**config.mk**
```make
export PLATFORM = sky130hd
export DESIGN_NAME = strobe_txn_responder_flat
export DESIGN_NICKNAME = d
export VERILOG_FILES = /design/src/rtl/strobe_txn_pkg.sv /design/src/rtl/strobe_txn_responder_if.sv /design/src/rtl/strobe_edge_det.sv /design/src/rtl/strobe_txn_responder.sv /design/src/flat_wrapper.sv
export SDC_FILE = /design/constraint.sdc
export NUM_CORES = 1
export LEC_CHECK = 0
export CORE_MARGIN = 3
export CORE_UTILIZATION = 64
export CTS_BUF_LIST = sky130_fd_sc_hd__clkbuf_2
export DETAILED_ROUTE_END_ITERATION = 12
export MAX_ROUTING_LAYER = met4
export PLACE_DENSITY = 0.95
export SLEW_MARGIN = 20
export SYNTH_ARGS = -nofsm -noshare
export SYNTH_HDL_FRONTEND = slang
export SYNTH_HIERARCHICAL = 1
export SYNTH_SLANG_ARGS = --single-unit
```
**constraint.sdc**
```tcl
create_clock -name clk -period 4.27 [get_ports clk]
set_clock_uncertainty 0.1 [all_clocks]
set_input_delay 0.6405 -clock clk [delete_from_list [all_inputs] [get_ports clk]]
set_output_delay 0.6405 -clock clk [all_outputs]
set_load 0.05 [all_outputs]
```
**src/rtl/strobe_txn_pkg.sv**
```systemverilog
// Shared types for the strobe transaction responder.
//   state_e     : responder session states
//   ERR_*       : bit positions inside the 4-bit sticky error vector
// Optional feature macro used by the other files: STROBE_TXN_GAP_STATS_EN
package strobe_txn_pkg;

  typedef enum logic [2:0] {
    IDLE,
    ACTIVE,
    DRAIN,
    DONE,
    ERROR
  } state_e;

  localparam int ERR_WR_LEN  = 0;
  localparam int ERR_RD_LEN  = 1;
  localparam int ERR_EXTRA   = 2;
  localparam int ERR_TIMEOUT = 3;

endpackage

```
**src/rtl/strobe_txn_responder_if.sv**
```systemverilog
// Strobe bus between the initiator (master) and the responder (slave).
//   start, wr, rd              : initiator -> responder
//   done, busy, wr_cnt, rd_cnt : responder status
//   err[3:0]                   : sticky error flags
//   min_wr_gap, max_wr_gap     : only with STROBE_TXN_GAP_STATS_EN
interface strobe_txn_if #(
  parameter int CNT_W = 8
) ();

  logic             start;
  logic             wr;
  logic             rd;
  logic             done;
  logic             busy;
  logic [CNT_W-1:0] wr_cnt;
  logic [CNT_W-1:0] rd_cnt;
  logic [3:0]       err;
`ifdef STROBE_TXN_GAP_STATS_EN
  logic [CNT_W-1:0] min_wr_gap;
  logic [CNT_W-1:0] max_wr_gap;

  modport master (output start, wr, rd,
                  input  done, busy, wr_cnt, rd_cnt, err, min_wr_gap, max_wr_gap);
  modport slave  (input  start, wr, rd,
                  output done, busy, wr_cnt, rd_cnt, err, min_wr_gap, max_wr_gap);
`else
  modport master (output start, wr, rd,
                  input  done, busy, wr_cnt, rd_cnt, err);
  modport slave  (input  start, wr, rd,
                  output done, busy, wr_cnt, rd_cnt, err);
`endif

endinterface

```
**src/rtl/strobe_edge_det.sv**
```systemverilog
// Single-line strobe edge detector.
//   clk, rst_n : clock, async active-low reset
//   in         : strobe line
//   rise, fall : edge of the live input against the previous sample
//   run        : consecutive high samples up to the previous edge,
//                saturating at RUN_MAX (non-zero means the line was high
//                on the previous cycle)
module strobe_edge_det #(
  parameter int CNT_W   = 8,
  parameter int RUN_MAX = 3
) (
  input  logic             clk,
  input  logic             rst_n,
  input  logic             in,
  output logic             rise,
  output logic             fall,
  output logic [CNT_W-1:0] run
);

  logic             prev_q, prev_d;
  logic [CNT_W-1:0] run_q, run_d;

  always_comb begin
    prev_d = in;
    run_d  = '0;
    if (in) begin
      run_d = (run_q >= CNT_W'(RUN_MAX)) ? run_q : run_q + 1'b1;
    end
  end

  always_ff @(posedge clk or negedge rst_n) begin
    if (!rst_n) begin
      prev_q <= 1'b0;
      run_q  <= '0;
    end else begin
      prev_q <= prev_d;
      run_q  <= run_d;
    end
  end

  assign rise = in & ~prev_q;
  assign fall = ~in & prev_q;
  assign run  = run_q;

endmodule

```
**src/rtl/strobe_txn_responder.sv**
```systemverilog
// Receive-side checker/responder for the wr/rd strobe protocol.
//   clk, rst_n : clock, async active-low reset
//   bus        : strobe_txn_if.slave (start/wr/rd in; done/busy/counts/err out)
// Optional: STROBE_TXN_GAP_STATS_EN adds min/max idle cycles between wr rises.
//
// state  | meaning
// IDLE   | waiting for start, strobes ignored
// ACTIVE | counting writes/reads, checking lengths and timeout
// DRAIN  | quota met, waiting for both lines low
// DONE   | one-cycle done pulse
// ERROR  | violation seen, err held until next start
module strobe_txn_responder
  import strobe_txn_pkg::*;
#(
  parameter int NUM_WR  = 5,
  parameter int NUM_RD  = 5,
  parameter int RD_LEN  = 2,
  parameter int TIMEOUT = 64,
  parameter int CNT_W   = 8
) (
  input logic        clk,
  input logic        rst_n,
  strobe_txn_if.slave bus
);

  localparam logic [CNT_W-1:0] NUM_WR_C = CNT_W'(NUM_WR);
  localparam logic [CNT_W-1:0] NUM_RD_C = CNT_W'(NUM_RD);
  localparam logic [CNT_W-1:0] RD_LEN_C = CNT_W'(RD_LEN);
  localparam logic [CNT_W-1:0] TMO_LAST = CNT_W'(TIMEOUT - 1);

  logic             wr_rise, wr_fall, rd_rise, rd_fall;
  logic [CNT_W-1:0] wr_run, rd_run;

  strobe_edge_det #(.CNT_W(CNT_W), .RUN_MAX(2)) u_wr_det (
    .clk(clk), .rst_n(rst_n), .in(bus.wr),
    .rise(wr_rise), .fall(wr_fall), .run(wr_run)
  );

  strobe_edge_det #(.CNT_W(CNT_W), .RUN_MAX(RD_LEN + 1)) u_rd_det (
    .clk(clk), .rst_n(rst_n), .in(bus.rd),
    .rise(rd_rise), .fall(rd_fall), .run(rd_run)
  );

  state_e           state_q, state_d;
  logic [CNT_W-1:0] wr_cnt_q, wr_cnt_d, rd_cnt_q, rd_cnt_d, tmo_q, tmo_d;
  logic [3:0]       err_q, err_d;
  logic             done_q, done_d, busy_q, busy_d;
`ifdef STROBE_TXN_GAP_STATS_EN
  logic [CNT_W-1:0] gap_q, gap_d, min_q, min_d, max_q, max_d;
`endif

  always_comb begin
    state_d  = state_q;
    wr_cnt_d = wr_cnt_q;
    rd_cnt_d = rd_cnt_q;
    tmo_d    = tmo_q;
    err_d    = err_q;
    done_d   = 1'b0;
`ifdef STROBE_TXN_GAP_STATS_EN
    gap_d    = gap_q;
    min_d    = min_q;
    max_d    = max_q;
`endif
    case (state_q)
      IDLE, ERROR: begin
        if (bus.start) begin
          state_d  = ACTIVE;
          wr_cnt_d = '0;
          rd_cnt_d = '0;
          tmo_d    = '0;
          err_d    = '0;
`ifdef STROBE_TXN_GAP_STATS_EN
          gap_d    = '0;
          min_d    = '1;
          max_d    = '0;
`endif
        end
      end
      ACTIVE: begin
        if (wr_rise) begin
          if (wr_cnt_q == NUM_WR_C) err_d[ERR_EXTRA] = 1'b1;
          else                      wr_cnt_d = wr_cnt_q + 1'b1;
        end
        // wr high with a non-zero run means it was already high last cycle
        if (bus.wr && wr_run != '0) err_d[ERR_WR_LEN] = 1'b1;
        if (rd_rise && rd_cnt_q == NUM_RD_C) err_d[ERR_EXTRA] = 1'b1;
        if (rd_fall) begin
          if (rd_run != RD_LEN_C)       err_d[ERR_RD_LEN] = 1'b1;
          else if (rd_cnt_q != NUM_RD_C) rd_cnt_d = rd_cnt_q + 1'b1;
        end
        if (wr_rise || wr_fall || rd_rise || rd_fall) begin
          tmo_d = '0;
        end else begin
          tmo_d = tmo_q + 1'b1;
          if (tmo_q == TMO_LAST) err_d[ERR_TIMEOUT] = 1'b1;
        end
`ifdef STROBE_TXN_GAP_STATS_EN
        // gap_q holds the idle cycles since the previous wr rise
        gap_d = (gap_q == '1) ? gap_q : gap_q + 1'b1;
        if (wr_rise) begin
          gap_d = '0;
          if (wr_cnt_q != '0 && wr_cnt_q != NUM_WR_C) begin
            if (gap_q < min_q) min_d = gap_q;
            if (gap_q > max_q) max_d = gap_q;
          end
        end
`endif
        // ERROR wins over the quota transition
        if (err_d != '0)
          state_d = ERROR;
        else if (wr_cnt_d == NUM_WR_C && rd_cnt_d == NUM_RD_C)
          state_d = DRAIN;
      end
      DRAIN: begin
        // a rise here is flagged first, the ERROR move follows a cycle later
        if (err_q[2:0] != '0) begin
          state_d = ERROR;
        end else if (wr_rise || rd_rise) begin
          err_d[ERR_EXTRA] = 1'b1;
        end else if (!bus.wr && !bus.rd) begin
          state_d = DONE;
          done_d  = 1'b1;
        end
      end
      DONE:    state_d = IDLE;
      default: state_d = IDLE;
    endcase
    busy_d = (state_d == ACTIVE) || (state_d == DRAIN);
  end

  always_ff @(posedge clk or negedge rst_n) begin
    if (!rst_n) begin
      state_q  <= IDLE;
      wr_cnt_q <= '0;
      rd_cnt_q <= '0;
      tmo_q    <= '0;
      err_q    <= '0;
      done_q   <= 1'b0;
      busy_q   <= 1'b0;
`ifdef STROBE_TXN_GAP_STATS_EN
      gap_q    <= '0;
      min_q    <= '1;
      max_q    <= '0;
`endif
    end else begin
      state_q  <= state_d;
      wr_cnt_q <= wr_cnt_d;
      rd_cnt_q <= rd_cnt_d;
      tmo_q    <= tmo_d;
      err_q    <= err_d;
      done_q   <= done_d;
      busy_q   <= busy_d;
`ifdef STROBE_TXN_GAP_STATS_EN
      gap_q    <= gap_d;
      min_q    <= min_d;
      max_q    <= max_d;
`endif
    end
  end

  assign bus.done   = done_q;
  assign bus.busy   = busy_q;
  assign bus.wr_cnt = wr_cnt_q;
  assign bus.rd_cnt = rd_cnt_q;
  assign bus.err    = err_q;
`ifdef STROBE_TXN_GAP_STATS_EN
  assign bus.min_wr_gap = min_q;
  assign bus.max_wr_gap = max_q;
`endif

endmodule

```
**src/flat_wrapper.sv**
```systemverilog
// flat-port wrapper written by rule: the top's interface ports become plain ports
module strobe_txn_responder_flat import strobe_txn_pkg::*;
#(
  parameter int NUM_WR  = 5,
  parameter int NUM_RD  = 5,
  parameter int RD_LEN  = 2,
  parameter int TIMEOUT = 64,
  parameter int CNT_W   = 8
)
  (clk, rst_n, bus_start, bus_wr, bus_rd, bus_done, bus_busy, bus_wr_cnt, bus_rd_cnt, bus_err);
  strobe_txn_if #(.CNT_W(CNT_W)) bus_i ();
  input logic clk;
  input logic rst_n;
  input wire logic [$bits(bus_i.start)-1:0] bus_start;
  input wire logic [$bits(bus_i.wr)-1:0] bus_wr;
  input wire logic [$bits(bus_i.rd)-1:0] bus_rd;
  output wire logic [$bits(bus_i.done)-1:0] bus_done;
  output wire logic [$bits(bus_i.busy)-1:0] bus_busy;
  output wire logic [$bits(bus_i.wr_cnt)-1:0] bus_wr_cnt;
  output wire logic [$bits(bus_i.rd_cnt)-1:0] bus_rd_cnt;
  output wire logic [$bits(bus_i.err)-1:0] bus_err;
  assign bus_i.start = bus_start;
  assign bus_i.wr = bus_wr;
  assign bus_i.rd = bus_rd;
  assign bus_done = bus_i.done;
  assign bus_busy = bus_i.busy;
  assign bus_wr_cnt = bus_i.wr_cnt;
  assign bus_rd_cnt = bus_i.rd_cnt;
  assign bus_err = bus_i.err;
  strobe_txn_responder #(.NUM_WR(NUM_WR), .NUM_RD(NUM_RD), .RD_LEN(RD_LEN), .TIMEOUT(TIMEOUT), .CNT_W(CNT_W)) u_core (.clk(clk), .rst_n(rst_n), .bus(bus_i));
endmodule
```
==> results of run 1 <==
==> state kept, by name, indices dropped and copies added (netlist names) <==
signal                  count
u_core/bus.done             1
u_core/state_q              3
u_core/u_wr_det/run         8
u_core/bus.wr_cnt           8
u_core/bus.busy             1
u_core/bus.rd_cnt           8
u_core/u_rd_det/run         8
u_core/u_wr_det/prev_q      1
u_core/tmo_q                8
u_core/bus.err              4
u_core/u_rd_det/prev_q      1
==> metrics by stage <==
step	util (%)	power (W)
6_report	76.2	0.00131
5_1_grt	76.2	0.00139
2_1_floorplan	-	0.000969
4_1_cts	76.1	0.00131
3_3_place_gp	75.1	0.00109
3_5_place_dp	75.1	0.00111
==> power by group <==
| group | internal, W | switching (W) | total [W] |
|---|---|---|---|
| logic | 0.000175 | 0.000336 | 0.000510 |
| registers | 0.000534 | 0.0000685 | 0.000603 |
| clock network | 0.0000416 | 0.000154 | 0.000195 |
| total | 0.000750 | 0.000558 | 0.00131 |
==> cell usage in the layout (no fill, tap or decap), drive strengths merged, types with 4 or more instances in the layout <==
cell           instances
and4                   4
and3                   9
xor2                   4
and2                  13
o21ai                 27
dfrtp                 51
ha                     8
or4                    7
nor2b                  6
clkbuf                 6
nor4                   8
nor3                   6
inv                    5
nand4                  8
nand3                 10
a21oi                  8
nor2                  17
buf                    5
a31oi                  6
nand2                 40
clkdlybuf4s50         25
o31ai                  6
==> per-layer routing <==
layer	GRT usage, %	up-vias
li1	-	1144
met1	37.8	1175
met2	39.1	105
met3	4.27	21
met4	10.2	0
met5	-	-
==> synthesized netlist by cell type (all sizes together), types with 2 or more instances <==
cell,count,area (um2)
a211oi,3,22.5
a21oi,8,40.0
a31oi,6,37.5
and2,13,83.8
and3,9,57.6
and3b,2,17.5
and4,4,35.0
and4b,2,20.0
buf,5,37.5
clkbuf,9,36.3
dfrtp,51,1280
ha,8,100
inv,5,18.8
mux2i,3,30.0
nand2,40,150
nand2b,3,18.8
nand3,10,62.6
nand4,8,50.1
nor2,17,63.8
nor2b,6,37.5
nor3,6,30.0
nor4,8,86.3
o211ai,3,22.5
o21a,2,15.0
o21ai,27,135
o31ai,6,45.0
o41ai,3,26.3
or2,2,12.5
or2b,2,15.0
or4,7,60.1
xor2,4,35.0
==> kinds of logic after synthesis <==
family,share of synthesized area [%]
AND/OR/NAND/NOR,30.5
AO/OA/AOI/OAI,15.1
flip-flops,45.0
buffers and inverters,3.26
adder cells (fa/ha/maj),3.53
XOR/XNOR,1.54
multiplexers,1.06
==> path summary, 6_finish.rpt <==
path	from	endpoint	slack [ns]	depth (start not counted)
max	bus_wr	u_core/state_q[0]$_DFF_PN0_	1.20	7
min	rst_n	u_core/bus.wr_cnt[6]$_DFFE_PN0P_	0.06	1
max reg2reg	u_core/bus.wr_cnt[0]$_DFFE_PN0P_	u_core/state_q[0]$_DFF_PN0_	1.25	7
min reg2reg	u_core/tmo_q[4]$_DFFE_PN0P_	u_core/tmo_q[4]$_DFFE_PN0P_	0.43	1
max in group asynchronous	rst_n	u_core/bus.wr_cnt[0]$_DFFE_PN0P_	3.58	1
min in group clk	u_core/tmo_q[4]$_DFFE_PN0P_	u_core/tmo_q[4]$_DFFE_PN0P_	0.43	1
==> final cells by class <==
type	count	area (um2)
clock buffer	6	30.0
clock inverter	2	12.5
fill	292	986
inverter	5	18.8
multi-input combinational	229	1470
sequential	51	1280
tap	50	62.6
timing repair buffer	30	288
==> impl_metrics.ini, run 1 <==
[cells_and_area]
fin_nets = 335
final_layout_size_suffix_gt1_share_pct = 8.36
area_delta_synth_final_pct = 11.2
diodes = 0
instances_no_fill = 373
final_cell_area_mm2 = 0.00316

[timing]
max_slew_margin_pct = 43.7
worst_pin_slew_ns = 0.833
slew_violations = 0
setup_tns_ns = 0
timing.final.crit_share_pct = 71.8
hold_viol_final = 0
setup_viol = 0
holdWs_ns = 0.0552
post-route-min-period_ns = 3.07
fmax_mhz = 326
rsz0062_at_grt = no
setup_ws_ns = 1.20

[critical_path]
crit_type = in -> reg
crit_family = simple AND/OR/NAND/NOR gates
crit_fanout = 7
critPathBufInv = 1
cp.required_ns = 4.56
critPathCaptureType = register
critical_path.max_stage_delay_ns = 0.55
crit_chain = clkdlybuf4s50_1, nor2b_1, o41ai_1, or3b_2, a221o_1, or4_1, a31o_1
arrival_ns = 3.35
worst_setup_path_start_kind = input port
critPathSlowestCell = or4_1

[routing]
remaining_drc_errors = 0
route.met3.wl_um = 413
vias = 2445
met1_length_mm = 2.77
drt_iter0_drc = 367
drt-total-wl_mm = 6.20
drt-pass1-iter-count = 5
ant_nets = 0
viasPerCell = 6.55
post_drt_wl_per_cell_um = 16.6
wl_met2_mm = 2.87
top_layer_used = met4

[global_route]
grt_pass1_wl_mm = 10.8
grt_pass1_vias = 2256
grt.total_usage_pct = 26.8
grt-ovfl-total = 0
grt_start_max_net_pins = 52
antenna_found_initial = 0

[hold_path]
hold_class = in -> async

[floorplanning]
chipHeight_um = 72.6
initial_core_util_pct = 68.5
io_pins = 27
coreArea_mm2 = 0.00414
rows = 23
die_w_um = 72.6
die-area_mm2 = 0.00527

[clocking]
htreeDepth = 2
postCtsHoldBufs = 0
ctsResizeCount = 0
clkSinkCount = 51
cts_buffer_depth = 2
post_cts_buffers = 0
cts-root-buf = clkbuf_2
cts_tree = built
clock_latency_ns = 0.45
clk_pin_slew_ns = 0.25
cts_buffers = 5

[synthesis]
synth_warnings = 6
synth.net_count = 312
postSynthAreaPerCell_um2 = 9.49
synthCells = 299
synthArstFlopShare_pct = 100
synth_edf_count = 0
synthDistinctLibCells = 56
yosysSeqAreaShare_pct = 45.0
syn_area_mm2 = 0.00284
ys_ff_latch = 51
synth_flop_cell = dfrtp_1

[placed_design]
hpwlAfterDp_mm = 4.32
place_ws_ns = 0.715
dp.cells = 365
dpl_cell_area_mm2 = 0.00311
routabilityCongestion = 0.907
io_buffer_count = 26

[run_status]
status = finished, final reports clean

[pwr]
power.density_mw_per_mm2 = 414
power.leakage_nw = 1.42
vdd_drop_max_uv = 226

[flow_run]
max-cap-violations = 0
No activity file was read; power rests on OpenSTA's default activity.
==> run 2, diff against run 1 <==
--- a/config.mk
+++ b/config.mk
@@ -6,11 +6,11 @@
 export NUM_CORES = 1
 export LEC_CHECK = 0
 export CORE_MARGIN = 3
-export CORE_UTILIZATION = 64
+export CORE_UTILIZATION = 59
 export CTS_BUF_LIST = sky130_fd_sc_hd__clkbuf_2
 export DETAILED_ROUTE_END_ITERATION = 12
 export MAX_ROUTING_LAYER = met4
-export PLACE_DENSITY = 0.95
+export PLACE_DENSITY = 0.9
 export SLEW_MARGIN = 20
 export SYNTH_ARGS = -nofsm -noshare
 export SYNTH_HDL_FRONTEND = slang
==> constraint.sdc (replaced) <==
create_clock -name clk -period 3.2 [get_ports clk]
set_clock_uncertainty 0.1 [all_clocks]
set_input_delay 0.48 -clock clk [delete_from_list [all_inputs] [get_ports clk]]
set_output_delay 0.48 -clock clk [all_outputs]
set_load 0.05 [all_outputs]
==> run 2 against run 1 <==
Sequential share of layout area is 1.0 points lower. Setup slack worse by 0.97 ns. Non-clock buffer count is 10 higher. Clock power is 37% higher. Critical endpoint unchanged. Cell area is 2.7% higher. Die area is 7.8% higher. First-iteration DRC count is 1.9% lower. Critical path depth stayed put. Highest routed layer unchanged. Critical path type is now reg -> reg. Power is 37% higher.
==> impl_metrics.ini, run 2 (synthesis results as in run 1) <==
[routing]
drt-total-wl_mm = 6.66
post_drt_wl_per_cell_um = 17.3
remaining_drc_errors = 0
drt_iter0_drc = 360
vias = 2559
viasPerCell = 6.65
ant_nets = 0
drt-pass1-iter-count = 5

[global_route]
grt.total_usage_pct = 26.2
grt_pass1_wl_mm = 11.2
grt-ovfl-total = 0
antenna_found_initial = 0
grt_pass1_vias = 2384
gr-usage-met1_pct = 34.7
grtUsageMet3_pct = 3.56
grt_most_used_layer = met2
met2_usage_pct = 41.7
grt_start_max_net_pins = 35

[cells_and_area]
multi_input_area_mm2 = 0.00147
area_delta_synth_final_pct = 14.2
final_cell_mix = dfrtp_1 (51), nand2_1 (40), o21ai_0 (27)
num-fill-cells = 314
fin_nets = 345
final_layout_size_suffix_gt1_share_pct = 10.8
mostFrequentLayoutCell = dfrtp_1
regArea_mm2 = 0.00128
diodes = 0

[timing]
rsz0062_at_grt = no
post-route-min-period_ns = 2.96
timing.final.crit_share_pct = 92.6
fmax_mhz = 337
slew_violations = 0
worst_pin_slew_ns = 0.799
holdWs_ns = 0.436
max_slew_margin_pct = 46.6
setup_viol = 0
setup_tns_ns = 0
hold_viol_final = 0

[clocking]
clk_pin_slew_ns = 0.27
htreeDepth = 2
cts_buffer_depth = 2
ctsResizeCount = 0
cts-root-buf = clkbuf_2
clock_latency_ns = 0.43
clkSinkCount = 51
cts_buffers = 5
cts_tree = built

[critical_path]
worst_setup_path_start_kind = register
critPathCaptureType = register
arrival_ns = 3.23
cp.required_ns = 3.47
crit_fanout = 8
crit_type = reg -> reg

[floorplanning]
coreArea_mm2 = 0.00450
rows = 24
chipHeight_um = 75.4
die_w_um = 75.4
initial_core_util_pct = 63.0
io_pins = 27
die-area_mm2 = 0.00568

[placed_design]
io_buffer_count = 26
routabilityCongestion = 0.905
hpwlAfterDp_mm = 4.77

[flow_run]
max-cap-violations = 0

[hold_path]
hold_class = reg -> reg

[run_status]
status = finished, final reports clean

[pwr]
vdd_drop_max_uv = 240
power.leakage_nw = 1.46
power.density_mw_per_mm2 = 552
-- run 2: changes by cell type in the layout (fill, tap and decap cells not counted), sizes merged --
| cell | before | now |
|---|---|---|
| dlygate4sd3 | 0 | 1 |
| inv | 5 | 6 |
| clkinv | 1 | 0 |
| buf | 5 | 14 |
| clkbuf | 6 | 5 |
| clkinvlp | 1 | 2 |
-- run 2: critical path, stage by stage, from the launching register on --
cell     delay (ns)
dfrtp_1        0.56
inv_1          0.08
ha_1           0.31
or2b_1         0.26
or4_1          0.49
a221o_1        0.32
or4_1          0.55
a31o_1         0.25
-- run 2: stage by stage --
stage                     cell area [um2]  total power, W  util, %  worst slack, ns  instances
after floorplan                      2840         0.00129        -            0.191        299
after global placement               3180         0.00148     70.7            0.158        376
after detailed placement             3180         0.00152     70.7            0.116        376
after CTS                            3240         0.00178     72.0            0.281        385
after global routing                 3240         0.00189     72.0            0.133        385
final                                3240         0.00179     72.0            0.237        385
-- run 2: area by class of cell --
class,instances,area share (%)
multi-input combinational,229,45.3
sequential,51,39.4
timing repair buffer,40,11.2
tap,52,2.01
clock buffer,5,0.772
clock inverter,3,0.733
inverter,5,0.579
-- run 2: repair_timing --
| item | CTS | global route |
|---|---|---|
| setup buffers | 0 | 0 |
| hold endpoints to repair | 33 | 0 |
| hold buffers | 1 | 0 |
-- run 2: report_power, final --
| part | internal (W) | switching [W] |
|---|---|---|
| logic | 0.000253 | 0.000465 |
| registers | 0.000713 | 0.0000904 |
| clock network | 0.0000560 | 0.000211 |
-- run 2: path summary, 6_finish.rpt --
path | from | end | slack [ns] | depth (start not counted)
worst max-delay path | u_core/bus.rd_cnt[1]$_DFFE_PN0P_ | u_core/state_q[0]$_DFF_PN0_ | 0.24 | 7
worst min-delay path | u_core/tmo_q[4]$_DFFE_PN0P_ | u_core/tmo_q[4]$_DFFE_PN0P_ | 0.44 | 1
worst max register to register | u_core/bus.rd_cnt[1]$_DFFE_PN0P_ | u_core/state_q[0]$_DFF_PN0_ | 0.24 | 7
worst min register to register | u_core/tmo_q[4]$_DFFE_PN0P_ | u_core/tmo_q[4]$_DFFE_PN0P_ | 0.44 | 1
max in group asynchronous | rst_n | u_core/bus.rd_cnt[5]$_DFFE_PN0P_ | 1.78 | 3
min in group asynchronous | rst_n | u_core/bus.busy$_DFF_PN0_ | 0.50 | 2
-- run 2: layer usage --
| layer | vias up | wire (um) |
|---|---|---|
| met5 | - | 0 |
| met2 | 148 | 3260 |
| met4 | 0 | 197 |
| met3 | 23 | 407 |
| li1 | 1168 | - |
| met1 | 1220 | 2790 |
